==> config.mk <==
export PLATFORM = sky130hd
export DESIGN_NAME = random_note_sequencer
export DESIGN_NICKNAME = d
export VERILOG_FILES = /design/src/rtl/random_note_sequencer.sv
export SDC_FILE = /design/constraint.sdc
export NUM_CORES = 1
export LEC_CHECK = 0
export CORE_ASPECT_RATIO = 2
export CORE_UTILIZATION = 55
export CTS_CLUSTER_DIAMETER = 200
export DETAILED_ROUTE_END_ITERATION = 8
export DONT_BUFFER_PORTS = 1
export GPL_TIMING_DRIVEN = 0
export HOLD_SLACK_MARGIN = 0.03
export PLACE_DENSITY = 0.69
export SETUP_SLACK_MARGIN = 0.05
export SLEW_MARGIN = 10
export SYNTH_ARGS = -nofsm -noshare
export SYNTH_HDL_FRONTEND = slang
export SYNTH_SLANG_ARGS = --single-unit
==> constraint.sdc <==
create_clock -name clk -period 2.4 [get_ports clk]
set_input_delay 0.24 -clock clk [delete_from_list [all_inputs] [get_ports clk]]
set_output_delay 0.24 -clock clk [all_outputs]
set_load 0.05 [all_outputs]
==> src/rtl/random_note_sequencer.sv <==
// Random melody sequencer: requests fresh random length/note values, plays a
// note for 1-4 beats, then a silent gap. It repeats while play_en is held.
module random_note_sequencer #(
    parameter int BEAT_CYCLES = 12_500_000,
    parameter int GAP_CYCLES  = 2_500_000,
    parameter int CNT_W       = 24
) (
    input  logic       clk,
    input  logic       reset,
    input  logic       play_en,
    input  logic [1:0] rand_length,
    input  logic [3:0] rand_note,
    output logic       Enable_rand,
    output logic [3:0] note_out,
    output logic       note_on,
    output logic       note_done,
    output logic [7:0] note_count
);

    typedef enum logic [2:0] {IDLE, REQ, LATCH, PLAY, GAP} state_t;

    localparam logic [CNT_W-1:0] BEAT_LAST = CNT_W'(BEAT_CYCLES - 1);
    localparam logic [CNT_W-1:0] GAP_LAST  = CNT_W'(GAP_CYCLES - 1);
    // With one-cycle beats the terminal cycle is known one beat early.
    localparam logic             BEAT_ONE  = (BEAT_CYCLES == 1);

    state_t           state;
    logic             armed;      // play_en seen once in IDLE; start on the next edge
    logic [CNT_W-1:0] cyc_cnt;
    logic [2:0]       beats_left;

    // Sequencer FSM; every output is computed as a next-state value and registered.
    always_ff @(posedge clk or negedge reset) begin
        if (!reset) begin
            state       <= IDLE;
            armed       <= 1'b0;
            cyc_cnt     <= '0;
            beats_left  <= '0;
            Enable_rand <= 1'b0;
            note_out    <= '0;
            note_on     <= 1'b0;
            note_done   <= 1'b0;
            note_count  <= '0;
        end else begin
            Enable_rand <= 1'b0;
            note_done   <= 1'b0;
            if (state == IDLE) begin
                note_on <= 1'b0;
                if (play_en && armed) begin
                    state       <= REQ;
                    Enable_rand <= 1'b1;
                    armed       <= 1'b0;
                end else begin
                    armed <= play_en;
                end
            end else if (!play_en) begin
                // Stop wins over any terminal count: the note is abandoned uncounted.
                state   <= IDLE;
                note_on <= 1'b0;
                armed   <= 1'b0;
                cyc_cnt <= '0;
            end else begin
                case (state)
                    REQ: state <= LATCH;
                    LATCH: begin
                        beats_left <= {1'b0, rand_length} + 3'd1;
                        note_out   <= (rand_note >= 4'd12) ? rand_note - 4'd12 : rand_note;
                        cyc_cnt    <= '0;
                        note_on    <= 1'b1;
                        note_done  <= BEAT_ONE && (rand_length == 2'd0);
                        state      <= PLAY;
                    end
                    PLAY: begin
                        if (cyc_cnt == BEAT_LAST) begin
                            cyc_cnt <= '0;
                            if (beats_left == 3'd1) begin
                                state      <= GAP;
                                note_on    <= 1'b0;
                                note_count <= note_count + 8'd1;
                            end else begin
                                beats_left <= beats_left - 3'd1;
                                note_done  <= BEAT_ONE && (beats_left == 3'd2);
                            end
                        end else begin
                            cyc_cnt   <= cyc_cnt + 1'b1;
                            note_done <= (cyc_cnt == BEAT_LAST - 1'b1) && (beats_left == 3'd1);
                        end
                    end
                    GAP: begin
                        if (cyc_cnt == GAP_LAST) begin
                            cyc_cnt     <= '0;
                            state       <= REQ;
                            Enable_rand <= 1'b1;
                        end else begin
                            cyc_cnt <= cyc_cnt + 1'b1;
                        end
                    end
                    default: state <= IDLE;
                endcase
            end
        end
    end

endmodule

Word level (Yosys, flattened, before mapping)
Cells that the tools add are included.
- register bits after elaboration: 46
- output and inout bits: 15
- input bits: 9
- logic and storage cells: 75
- magnitude comparators: 1
- $add $sub $neg: 5
- equality and inequality tests: 17
- reductions and logical operators: 10
- mux-type cells: 32
- bitwise logic cells: 1
- operator list (operator ; count):
    2-to-1 mux 24 bit ; 3
    one-hot mux 24 bit (3 select lines) ; 1
    equality test 24 bit (second input constant) ; 2
    adder 24 x 1 -> 24 bit (second input constant) ; 1
    equality test 24 x 22 -> 1 bit (second input constant) ; 1
    2-to-1 mux 3 bit ; 8
    2-to-1 mux 1 bit ; 16
    inequality test 4 bit (second input constant) ; 3
    one-hot mux 3 bit (4 select lines) ; 1
    AND reduction 5 bit ; 2
    adder 8 x 1 -> 8 bit (second input constant) ; 1
    inequality test 4 x 1 -> 1 bit (second input constant) ; 2
    equality test 3 x 1 -> 1 bit (second input constant) ; 2
    equality test 3 x 2 -> 1 bit (second input constant) ; 2
    one-hot mux 3 bit (2 select lines) ; 1
    AND reduction 3 bit ; 2
    greater-or-equal comparator 4 bit (second input constant) ; 1
    2-to-1 mux 4 bit ; 1
    inequality test 2 x 1 -> 1 bit (second input constant) ; 2
    inequality test 2 bit (second input constant) ; 2
    AND reduction 4 bit ; 1
    subtractor 4 bit (second input constant) ; 1
    adder 2 x 1 -> 3 bit (second input constant) ; 1
    equality test 3 bit (second input constant) ; 1
    7 further kinds ; 8

Depth between registers and ports, before layout
- depth after elaboration: 6
- depth in mapped cells: 8
- gate-level depth less buffers: 7

Least setup slack after synthesis
OpenSTA, ideal clock, no wires.
- path kind: reg2reg
- start: reg cyc_cnt[1]
- end: reg cyc_cnt[20]
- data arrival time: 1.862 ns
- data required time: 2.313 ns
- stages on the path, launching flop included: 8
- clock period less this slack: 1.949 ns
- setup slack: 0.451 ns
- cell sequence: dfrtp_1 ha_1 nand3_2 or4_1 clkbuf_2 nor3_1 o21ai_0 a22oi_1
- longest elaborated chain between the ends: 4
- ends and longest elaborated chain (item ; RTL line ; text):
    start: declaration ; 29 ; logic [CNT_W-1:0] cyc_cnt;
    start signal: assignment ; 85 ; cyc_cnt <= cyc_cnt + 1'b1;
    start signal: assignment ; 95 ; cyc_cnt <= cyc_cnt + 1'b1;
    adder 24 x 1 -> 24 bit, or another cell as far along ; 85, 95 ;
    2-to-1 mux 24 bit (on tied branches) ; 90, 74 ;
    one-hot mux 24 bit (3 select lines) (*) ; 63 ; case (state)
    2-to-1 mux 24 bit (*) ; 56 ; end else if (!play_en) begin
Every way passes the cells marked *; elsewhere a longest branch is shown, timed or not.
A chain may end at the register's enable or synchronous reset.

Worst setup path after layout
Same ends and word-level chain as after synthesis.

==> flow_summary.toml <==
[synth]
synth_warnings = 0
netlist_instances = 313
syn_nets = 328
ys_top_cells_by_area = "dfrtp_1, nand2_1, o21ai_0"
syn-cell-area_mm2 = 0.00279
synth_top_area_share_pct = 41.3
synth.avg_cell_area_um2 = 8.90
yosys.area.top_type = "dfrtp_1"
synth_ff_type = "dfrtp_1"
seq_area_frac_synth_pct = 41.3
ys_seq_elements = 46
synth_cell_types = 56
async_reset_ff_share_pct = 100
synth-edff-count = 0

[sta]
hold_viol = 0
min_period_over_period_pct = 91.9
fmax_ghz = 0.454
max-slew-margin-rel_pct = 53.4
setup_tns_ns = 0
drv_slew = 0
fin_worst_skew_ns = 0.0102
setup_viol_count_final = 0
rsz0062_at_grt = "false"
period_needed_ns = 2.20
tightest_slew_ns = 0.695

[detailed_routing]
via_count = 2428
drt_wl_total_mm = 6.65
drc = 0
ant_nets = 0
drt_iter0_markers = 76
dr.pass1.iters = 4
via_per_inst = 6.39
routedWlPerCell_um = 17.5

[min_path]
hold_depth = 2
hold_path_end = "note_out[3]"
worstHoldStart = "rand_note[3]"
hold_class = "input pin to flop"

[floorplanning]
die_area_mm2 = 0.00537
die_width_um = 52.3
core_area_mm2 = 0.00486
ios = 24
die_height_um = 103
rows = 36
initial_core_util_pct = 57.3

[setup_path]
cpMaxStageDelayCell = "or4_1"
rr_endpoint = "cyc_cnt[20]"
crit_required_ns = 2.63
crit_fanout = 7
ff2ff_setup_slack_ns = 0.20
cp-start-kind = "flop"
reg2regPathDepth = 7
path_cells = "ha_4 -> nand3_2 -> or4_1 -> clkbuf_2 -> nor3_1 -> o21ai_0 -> a22oi_1"
rr_startpoint = "cyc_cnt[1]"
slowest_delay_ns = 0.55
critPathKind = "flop to flop"
arrival_ns = 2.43
worst_setup_path_end_kind = "flop"

[power]
ir_drop_mv = 0.561
p_leak_nw = 1.28
clockPowerShare_pct = 22.0
p_comb_share_pct = 27.3
swShare_pct = 40.8
internal_power_mw = 1.32
p_per_area_mw_per_mm2 = 743
netSwitchingPower_mw = 0.909
seqPwrFrac_pct = 50.7

[global_route]
antenna_found_initial = 0
grt_max_degree = 47
grt.overflow.total = 0
grt_pass1_vias = 2311
grtUsageTotal_pct = 27.1
grt_use_met3_pct = 3.98
met2_usage_pct = 48.3
grt_pass1_wl_mm = 10.8
busiest_layer = "met2"
use_met1_pct = 29.8

[final_layout]
layout-drive-gt1-share_pct = 10.8
fin_nets = 337
final_cells = 380
antenna_cells = 0
final_common_cell = "nand2_1"
final_cell_mix = "nand2_1, dfrtp_1, o21ai_0"
area_growth_pct = 7.82

[clocking]
clkSinkCount = 46
cts_inserted_buffers = 5
cts-root-buf = "clkbuf_8"
clock_latency_ns = 0.31
cts_buffer_depth = 2
path_clk_slew_ns = 0.09
cts_tree = "done"
cts_max_level = 2

[status]
status = "finished, final reports clean"

[placed_design]
place_hpwl_mm = 4.80
post-place-cells = 370
portBuffers = 0
routabilityCongestion = 0.921

[run]
maxCapViolations = 0
## how the worst max path moves through the flow
| stage | start | to | slack, ns | depth (start not counted) |
|---|---|---|---|---|
| 2_1_floorplan | cyc_cnt[1] | cyc_cnt[20] | 0.45 | 7 |
| 3_3_place_gp | state[0] | cyc_cnt[6] | -0.05 | 6 |
| 3_5_place_dp | state[0] | cyc_cnt[19] | -0.06 | 6 |
| 4_1_cts | cyc_cnt[1] | cyc_cnt[20] | 0.10 | 7 |
| 5_1_grt | cyc_cnt[16] | cyc_cnt[9] | 0.06 | 7 |
| 6_report | cyc_cnt[1] | cyc_cnt[20] | 0.20 | 7 |
## layer usage
metal	vias up	routed length [um]
met5	-	0
met4	0	273
met3	21	250
met2	69	3680
met1	1174	2440
li1	1164	-
## layout make-up
type	count	area (um^2)
plain buffers	18	92.6
clock inverters	3	21.3
flip-flops and latches	46	1150
clock buffers	5	68.8
fillers	453	1860
well taps	57	71.3
multi-input cells	243	1540
repair buffers	2	37.5
inverters	6	22.5
## cells in the mapped netlist (8+ instances only)
cell type,count
nor3_1,11
o21ai_0,18
o22ai_1,12
nand4_1,13
clkbuf_1,8
nor2_1,17
o211ai_1,10
nand2_1,54
dfrtp_1,46
nand3_1,8
## metrics by stage
step	setup slack [ns]	power (mW)	utilization, %	area, um^2	hold WS (ns)
after floorplan	0.451	1.56	-	2790	-0.0556
after global placement	-0.0486	1.71	58.7	2860	-0.0548
after detailed placement	-0.0626	1.72	58.7	2860	-0.0547
after CTS	0.102	2.24	61.4	2990	0.0766
after global routing	0.0588	2.37	61.7	3000	0.0695
final	0.195	2.23	61.7	3000	0.0701
## power by group through the flow
stage,logic (mW),registers [mW],clock network (mW)
detailed placement,0.579,1.14,0
global placement,0.568,1.14,0
finish,0.608,1.13,0.492
CTS,0.611,1.13,0.499
floorplan,0.444,1.11,0
global route,0.685,1.16,0.529
## logic make-up after synthesis
kind of cell / synth area share (%)
simple gates: 30.5
buf+inv: 4.09
xor+xnor: 2.83
compound gates: 16.9
flops: 41.3
mux: 1.57
fa+ha+maj: 2.70
## repair_timing
action / CTS / global route
hold endpoints to repair: 46 / 0
pin swaps: 0 / 0
hold buffers: 2 / 0
setup endpoints to repair: 20 / 3
buffers inserted: 0 / 0
resized for setup: 1 / 4
## flip-flops by register name (all words and copies together), names as in the netlist
register,cells
Enable_rand,1
armed,1
beats_left,3
cyc_cnt,24
note_count,8
note_done,1
note_on,1
note_out,4
state,3
## worst max-delay path, delay by kind of cell (launching register included)
kind                     cells  cell delay (ns)
buffers and inverters        1             0.18
AND/OR/NAND/NOR              3             0.93
adder cells (fa/ha/maj)      1             0.21
flip-flops                   1             0.46
AO/OA/AOI/OAI                2             0.34
Note: power is estimated with default switching activity, not from simulation.
